[config.mk]
export PLATFORM = sky130hd
export DESIGN_NAME = psg_multi
export DESIGN_NICKNAME = d
export VERILOG_FILES = /design/src/rtl/psg_pkg.sv /design/src/rtl/psg_channel.sv /design/src/rtl/psg_multi.sv
export SDC_FILE = /design/constraint.sdc
export NUM_CORES = 1
export LEC_CHECK = 0
export CAP_MARGIN = 20
export CORE_UTILIZATION = 58
export DETAILED_ROUTE_END_ITERATION = 12
export PLACE_DENSITY = 0.77
export RECOVER_POWER = 50
export SETUP_SLACK_MARGIN = 0.02
export SYNTH_ARGS = -nofsm -noshare
export SYNTH_HDL_FRONTEND = slang
export SYNTH_SLANG_ARGS = --single-unit
[constraint.sdc]
create_clock -name clk -period 6.58 [get_ports clk]
set_input_delay 1.645 -clock clk [delete_from_list [all_inputs] [get_ports clk]]
set_output_delay 1.645 -clock clk [all_outputs]
set_load 0.01 [all_outputs]
[src/rtl/psg_pkg.sv]
// rtl/psg_pkg.sv - shared constants for the multi-channel PSG
package psg_pkg;

    localparam logic [2:0] WAVE_OFF   = 3'd0;
    localparam logic [2:0] WAVE_TRI   = 3'd1;
    localparam logic [2:0] WAVE_SAW   = 3'd2;
    localparam logic [2:0] WAVE_PULSE = 3'd3;
    localparam logic [2:0] WAVE_NOISE = 3'd4;

    localparam logic [1:0] REG_FREQ_LO = 2'd0;
    localparam logic [1:0] REG_FREQ_HI = 2'd1;
    localparam logic [1:0] REG_DUTY    = 2'd2;
    localparam logic [1:0] REG_CTRL    = 2'd3;

    localparam logic [14:0] LFSR_SEED = 15'h0001;

endpackage

[src/rtl/psg_channel.sv]
// rtl/psg_channel.sv - one tone channel: registers, divider, phase, noise, envelope, scaling
module psg_channel
    import psg_pkg::*;
#(
    parameter int FREQ_W   = 12,
    parameter int SAMPLE_W = 10
) (
    input  logic                clk,
    input  logic                reset_n,
    input  logic                wr_en,
    input  logic [1:0]          reg_sel,
    input  logic [7:0]          wdata,
    input  logic                frame_tick,
    output logic [SAMPLE_W-1:0] scaled
);

    logic [FREQ_W-1:0]   freq_q, freq_d;
    logic [7:0]          duty_q, duty_d;
    logic [2:0]          wave_q, wave_d;
    logic                env_en_q, env_en_d;
    logic [3:0]          vol_q, vol_d;
    logic [FREQ_W-1:0]   count_q, count_d;
    logic [SAMPLE_W-1:0] phase_q, phase_d;
    logic [14:0]         lfsr_q, lfsr_d;
    logic [3:0]          level_q, level_d;

    logic                tick;
    logic                ctrl_wr;
    logic [SAMPLE_W-1:0] tri_base;
    logic [SAMPLE_W-1:0] sample;
    logic [SAMPLE_W+3:0] product;

    // Register writes; reg1 only carries the freq bits above the low byte
    always_comb begin
        freq_d   = freq_q;
        duty_d   = duty_q;
        wave_d   = wave_q;
        env_en_d = env_en_q;
        vol_d    = vol_q;
        if (wr_en) begin
            case (reg_sel)
                REG_FREQ_LO: freq_d[7:0]        = wdata;
                REG_FREQ_HI: freq_d[FREQ_W-1:8] = wdata[FREQ_W-9:0];
                REG_DUTY:    duty_d             = wdata;
                REG_CTRL: begin
                    wave_d   = wdata[2:0];
                    env_en_d = wdata[3];
                    vol_d    = wdata[7:4];
                end
                default: ;
            endcase
        end
    end

    // Divider, phase, noise LFSR and envelope level; >= compare means a lowered freq ticks at once
    always_comb begin
        ctrl_wr = wr_en && (reg_sel == REG_CTRL);
        tick    = (count_q >= freq_q);
        count_d = tick ? '0 : count_q + FREQ_W'(1);
        phase_d = tick ? phase_q + SAMPLE_W'(1) : phase_q;
        lfsr_d  = tick ? {lfsr_q[1] ^ lfsr_q[0], lfsr_q[14:1]} : lfsr_q;
        if (ctrl_wr) begin
            level_d = wdata[7:4];
        end else if (!env_en_q) begin
            level_d = vol_q;
        end else if (frame_tick && (level_q != 4'd0)) begin
            level_d = level_q - 4'd1;
        end else begin
            level_d = level_q;
        end
    end

    // Waveform generation from phase/LFSR and volume scaling
    always_comb begin
        tri_base = {phase_q[SAMPLE_W-2:0], 1'b0};
        case (wave_q)
            WAVE_TRI:   sample = phase_q[SAMPLE_W-1] ? ~tri_base : tri_base;
            WAVE_SAW:   sample = phase_q;
            WAVE_PULSE: sample = (phase_q[SAMPLE_W-1 -: 8] < duty_q) ? '1 : '0;
            WAVE_NOISE: sample = lfsr_q[14 -: SAMPLE_W];
            default:    sample = '0;
        endcase
        product = (SAMPLE_W+4)'(sample) * (SAMPLE_W+4)'(level_q);
        scaled  = product[SAMPLE_W+3:4];
    end

    // Channel state registers
    always_ff @(posedge clk or negedge reset_n) begin
        if (!reset_n) begin
            freq_q   <= '0;
            duty_q   <= '0;
            wave_q   <= WAVE_OFF;
            env_en_q <= 1'b0;
            vol_q    <= '0;
            count_q  <= '0;
            phase_q  <= '0;
            lfsr_q   <= LFSR_SEED;
            level_q  <= '0;
        end else begin
            freq_q   <= freq_d;
            duty_q   <= duty_d;
            wave_q   <= wave_d;
            env_en_q <= env_en_d;
            vol_q    <= vol_d;
            count_q  <= count_d;
            phase_q  <= phase_d;
            lfsr_q   <= lfsr_d;
            level_q  <= level_d;
        end
    end

endmodule

[src/rtl/psg_multi.sv]
// rtl/psg_multi.sv - NUM_CH-channel PSG with shared register bus, mixer and delta-sigma DAC
module psg_multi
    import psg_pkg::*;
#(
    parameter int          NUM_CH    = 4,
    parameter int          FREQ_W    = 12,
    parameter int          SAMPLE_W  = 10,
    parameter logic [15:0] FRAME_DIV = 16'd50000,
    parameter int          MIX_W     = SAMPLE_W + $clog2(NUM_CH) + 1
) (
    input  logic                        clk,
    input  logic                        reset_n,
    input  logic [$clog2(NUM_CH)+1:0]   address,
    input  logic [7:0]                  data,
    input  logic                        wr,
    output logic [MIX_W-1:0]            mix_sample,
    output logic                        audio
);

    localparam int ADDR_W = $clog2(NUM_CH) + 2;

    logic [NUM_CH-1:0]   wr_ch;
    logic [SAMPLE_W-1:0] scaled [NUM_CH];

    logic [15:0]         frame_cnt_q, frame_cnt_d;
    logic                frame_tick;
    logic [MIX_W-1:0]    mix_q, mix_d;
    logic [MIX_W-1:0]    acc_q, acc_d;
    logic [MIX_W:0]      acc_sum;
    logic                audio_q, audio_d;

    // Channel select from the upper address bits
    always_comb begin
        for (int i = 0; i < NUM_CH; i++) begin
            wr_ch[i] = wr && ((address >> 2) == ADDR_W'(i));
        end
    end

    genvar g;
    generate
        for (g = 0; g < NUM_CH; g++) begin : g_ch
            psg_channel #(
                .FREQ_W   (FREQ_W),
                .SAMPLE_W (SAMPLE_W)
            ) u_ch (
                .clk        (clk),
                .reset_n    (reset_n),
                .wr_en      (wr_ch[g]),
                .reg_sel    (address[1:0]),
                .wdata      (data),
                .frame_tick (frame_tick),
                .scaled     (scaled[g])
            );
        end
    endgenerate

    // Frame counter, mix sum and first-order delta-sigma next state
    always_comb begin
        frame_tick  = (frame_cnt_q == FRAME_DIV - 16'd1);
        frame_cnt_d = frame_tick ? 16'd0 : frame_cnt_q + 16'd1;
        mix_d = '0;
        for (int i = 0; i < NUM_CH; i++) begin
            mix_d = mix_d + MIX_W'(scaled[i]);
        end
        acc_sum = {1'b0, acc_q} + {1'b0, mix_q};
        acc_d   = acc_sum[MIX_W-1:0];
        audio_d = acc_sum[MIX_W];
    end

    // Shared state registers
    always_ff @(posedge clk or negedge reset_n) begin
        if (!reset_n) begin
            frame_cnt_q <= '0;
            mix_q       <= '0;
            acc_q       <= '0;
            audio_q     <= 1'b0;
        end else begin
            frame_cnt_q <= frame_cnt_d;
            mix_q       <= mix_d;
            acc_q       <= acc_d;
            audio_q     <= audio_d;
        end
    end

    assign mix_sample = mix_q;
    assign audio      = audio_q;

endmodule

==> results_dict.tcl <==
set metrics [dict create \
    wl_met2_mm 23.0 \
    ys_types 78 \
    die_h_um 196 \
    slew_violations 300 \
    layout_commonest_cell "nand2_1" \
    grt_setup_unrepaired "true" \
    end_kind "flop" \
    dpl_cell_area_um2 23500 \
    synthAdderAreaFrac_pct 17.4 \
    slowest_delay_ns 0.53 \
    drive_gt1_share_pct 14.1 \
    drc 0 \
    r2r_end "mix_sample[9]$_DFF_PN0_" \
    syn_nets 2658 \
    worst_pin_slew_ns 3.94 \
    dpl.hpwl_mm 34.1 \
    routed_via_density 5.55 \
    endpoint "mix_sample[9]$_DFF_PN0_" \
    cts_tree "done" \
    crit_path_top_delay_cell "fa_1" \
    p_leak_nw 12.6 \
    route.met3.wl_mm 2.35 \
    synth_top_family_by_area "simple AND/OR/NAND/NOR gates" \
    max_freq_mhz 150 \
    drt_iter0_markers 1097 \
    status "finished with violations" \
    start_util_pct 59.4 \
    grt_first_pass_wirelength_mm 81.9 \
    fin_hold_ws_ns 0.458 \
    design_area_um2 25100 \
    first_pass_iters 5 \
    yosysTopAreaCell "dfrtp_1" \
    core-area_um2 36900 \
    crit_path_start "g_ch[1].u_ch.phase_q[8]$_DFFE_PN0N_" \
    reg2reg_slack_ns -0.08 \
    wl_per_cell_um 16.1 \
    synth-seq-cells 318 \
    clock_sinks 318 \
    powerDensity_nw_per_um2 322 \
    synth_edf_count 0 \
    path_depth 29 \
    clk_latency_ns 0.56 \
    gp_congestion 0.917 \
    finalCritPeriodShare_pct 101 \
    worst-path-buf-inv 5 \
    cts_buffers 37 \
    final_cell_mix "434 x nand2_1, 314 x dfrtp_1, 242 x inv_1" \
    critPathLaunchType "flop" \
    rows 70 \
    synth.area.mux_share_pct 3.21 \
    yosysWarnings 0 \
    cp.required_ns 7.05 \
    cp_max_fo 8 \
    clk_pin_slew_ns 0.06 \
    met1_length_mm 22.2 \
    dieArea_um2 38600 \
    ys_seq_area_share_pct 36.3 \
    critPathKind "reg -> reg" \
    drv_cap 2 \
    synthXorXnorAreaFrac_pct 7.43 \
    hold_violations 0 \
    avgSynthCellArea_um2 9.19 \
    min_period_ns 6.66 \
    r2r_cells 29 \
    wirelength_mm 48.8 \
    synth_compound_area_share_pct 10.1 \
    crit_top_cell "fa_1" \
    cp.arrival_ns 7.13 \
    grt_pass1_vias 16975 \
    num_antenna_cells 0 \
    syn_to_final_growth_pct 14.4 \
    ys_top_cells_by_area "dfrtp_1 36%, ha_1 10%, nand2_1 7.5%" \
    grt_overflow 0 \
    drtAntennaViolNets 0 \
    cpLargestDelayFamily "adder cells" \
    synth-simple-area-share_pct 19.4 \
    final_nets 2767 \
    skew_ns 0.0206 \
    setup_viol 4 \
    grt_max_degree 180 \
    port_buffers 27 \
    r2r-start "g_ch[1].u_ch.phase_q[8]$_DFFE_PN0N_" \
    grt.total_usage_pct 26.0 \
    antenna_found_initial 0 \
    die_w_um 196 \
    hold_class "reg -> reg" \
    setup_slack_ns -0.0788 \
    violations "max-capacitance violations, max-slew violations, negative setup slack" \
    cts-root-buf "clkbuf_16" \
    h-tree-depth 2 \
    syn_area_um2 21900 \
    synthArstFlopShare_pct 100 \
    synth-main-ff-cell "dfrtp_1" \
    yosys.area.top_type_share_pct 35.8 \
    pin_count 29 \
    top_layer_used "met4" \
    cts_max_path_buffers 3 \
    slew_headroom_pct -162 \
    synth_cells 2386 \
    peakVddDrop_mv 0.260 \
    num_vias 16802 \
]
[through the flow]
| stage | util (%) | instances | power, mW | TNS, ns | setup WS, ns |
|---|---|---|---|---|---|
| 2_1_floorplan | - | 2386 | 4.87 | -0.349 | -0.125 |
| 3_3_place_gp | 63.7 | 2944 | 5.66 | -0.178 | -0.0808 |
| 3_5_place_dp | 63.7 | 2944 | 5.83 | -0.998 | -0.300 |
| 4_1_cts | 67.4 | 3017 | 8.00 | -0.0687 | -0.0687 |
| 5_1_grt | 68.0 | 3026 | 8.67 | -30.55 | -0.355 |
| 6_report | 68.0 | 3026 | 8.07 | -0.257 | -0.0788 |
[cells by family after synthesis]
logic type               Yosys count
AO/OA/AOI/OAI                    320
XOR/XNOR                         186
adder cells (fa/ha/maj)          257
buffers and inverters            343
flip-flops                       318
multiplexers                      63
other                              1
AND/OR/NAND/NOR                  898
[how the worst min path moves through the flow]
stage                                             from                            endpoint  slack [ns]  depth (start not counted)
finish              g_ch[1].u_ch.lfsr_q[0]$_DFFE_PN1N_  g_ch[1].u_ch.lfsr_q[0]$_DFFE_PN1N_        0.46                          2
global route        g_ch[1].u_ch.lfsr_q[3]$_DFFE_PN0N_  g_ch[1].u_ch.lfsr_q[3]$_DFFE_PN0N_        0.48                          2
CTS                 g_ch[1].u_ch.lfsr_q[0]$_DFFE_PN1N_  g_ch[1].u_ch.lfsr_q[0]$_DFFE_PN1N_        0.46                          2
detailed placement  g_ch[1].u_ch.lfsr_q[0]$_DFFE_PN1N_  g_ch[1].u_ch.lfsr_q[0]$_DFFE_PN1N_        0.45                          2
global placement    g_ch[0].u_ch.lfsr_q[0]$_DFFE_PN1N_  g_ch[0].u_ch.lfsr_q[0]$_DFFE_PN1N_        0.45                          2
floorplan                     frame_cnt_q[0]$_DFF_PN0_            frame_cnt_q[0]$_DFF_PN0_        0.43                          1
[synthesized netlist by cell type (5+ instances only)]
library cell and number:
dfrtp_1 314, a211o_1 5, and2_1 83, nand2b_1 29, and3_1 33, a21o_1 21, a21oi_1 49, o211ai_1 15
and4_1 9, nor4_1 5, nor2_1 125, o21a_1 11, inv_1 247, o221ai_1 21, xnor2_1 118, nor4bb_1 8
clkbuf_1 70, a211oi_1 11, mux2_2 59, a221oi_1 11, nor2b_1 33, or3_1 6, or2_2 9, a31oi_1 9
nand3b_1 5, ha_1 176, nand2_1 436, xor2_1 68, o21ai_0 94, nand3_1 40, nor3b_1 12, or3b_2 5
buf_1 10, a22oi_1 34, fa_1 81, nand4_1 26, buf_2 11, nor3_1 24
[state kept, by name, summed over array words and instances, names as in the netlist]
name and count:
g_ch.u_ch.lfsr_q 60, g_ch.u_ch.count_q 48, g_ch.u_ch.freq_q 48, g_ch.u_ch.phase_q 40
g_ch.u_ch.duty_q 32, frame_cnt_q 16, g_ch.u_ch.level_q 16, g_ch.u_ch.vol_q 16
acc_q 13, g_ch.u_ch.wave_q 12, mix_sample 12, g_ch.u_ch.env_en_q 4
audio 1
[routing by layer]
| metal | vias to the layer above | track usage (%) |
|---|---|---|
| li1 | 8118 | - |
| met2 | 392 | 43.3 |
| met4 | 0 | 8.13 |
| met5 | - | 0 |
| met1 | 8205 | 35.4 |
| met3 | 87 | 3.37 |
[worst min-delay path, stage by stage, from the launching register on]
cell and delay, ns:
dfstp_2 0.37, nand2_1 0.05, nand2_1 0.04
[power by group]
part,leakage (nW),internal (mW),switching (mW),total (mW)
Combinational,7.90,1.53,1.71,3.24
Sequential,4.09,2.36,0.426,2.78
Clock,0.587,1.22,0.835,2.05
Total,12.6,5.10,2.97,8.07
[repair_timing]
item                                    4_1_cts  5_1_grt
hold buffers                                  0        0
setup buffers                                 6        8
endpoints found under the setup margin        5        7
pin swaps                                    18       33
gates cloned                                  1        0
resized for setup                            35       45
[cell type report]
cell class                      count  area, µm²
Clock buffer                       56       1080
Clock inverter                     10        135
Fill cell                        2724      11800
Inverter                          247        927
Multi-Input combinational cell   1726      13100
Sequential cell                   318       7960
Tap cell                          504        631
Timing Repair Buffer              165       1280
No activity file was read; power rests on OpenSTA's default activity.
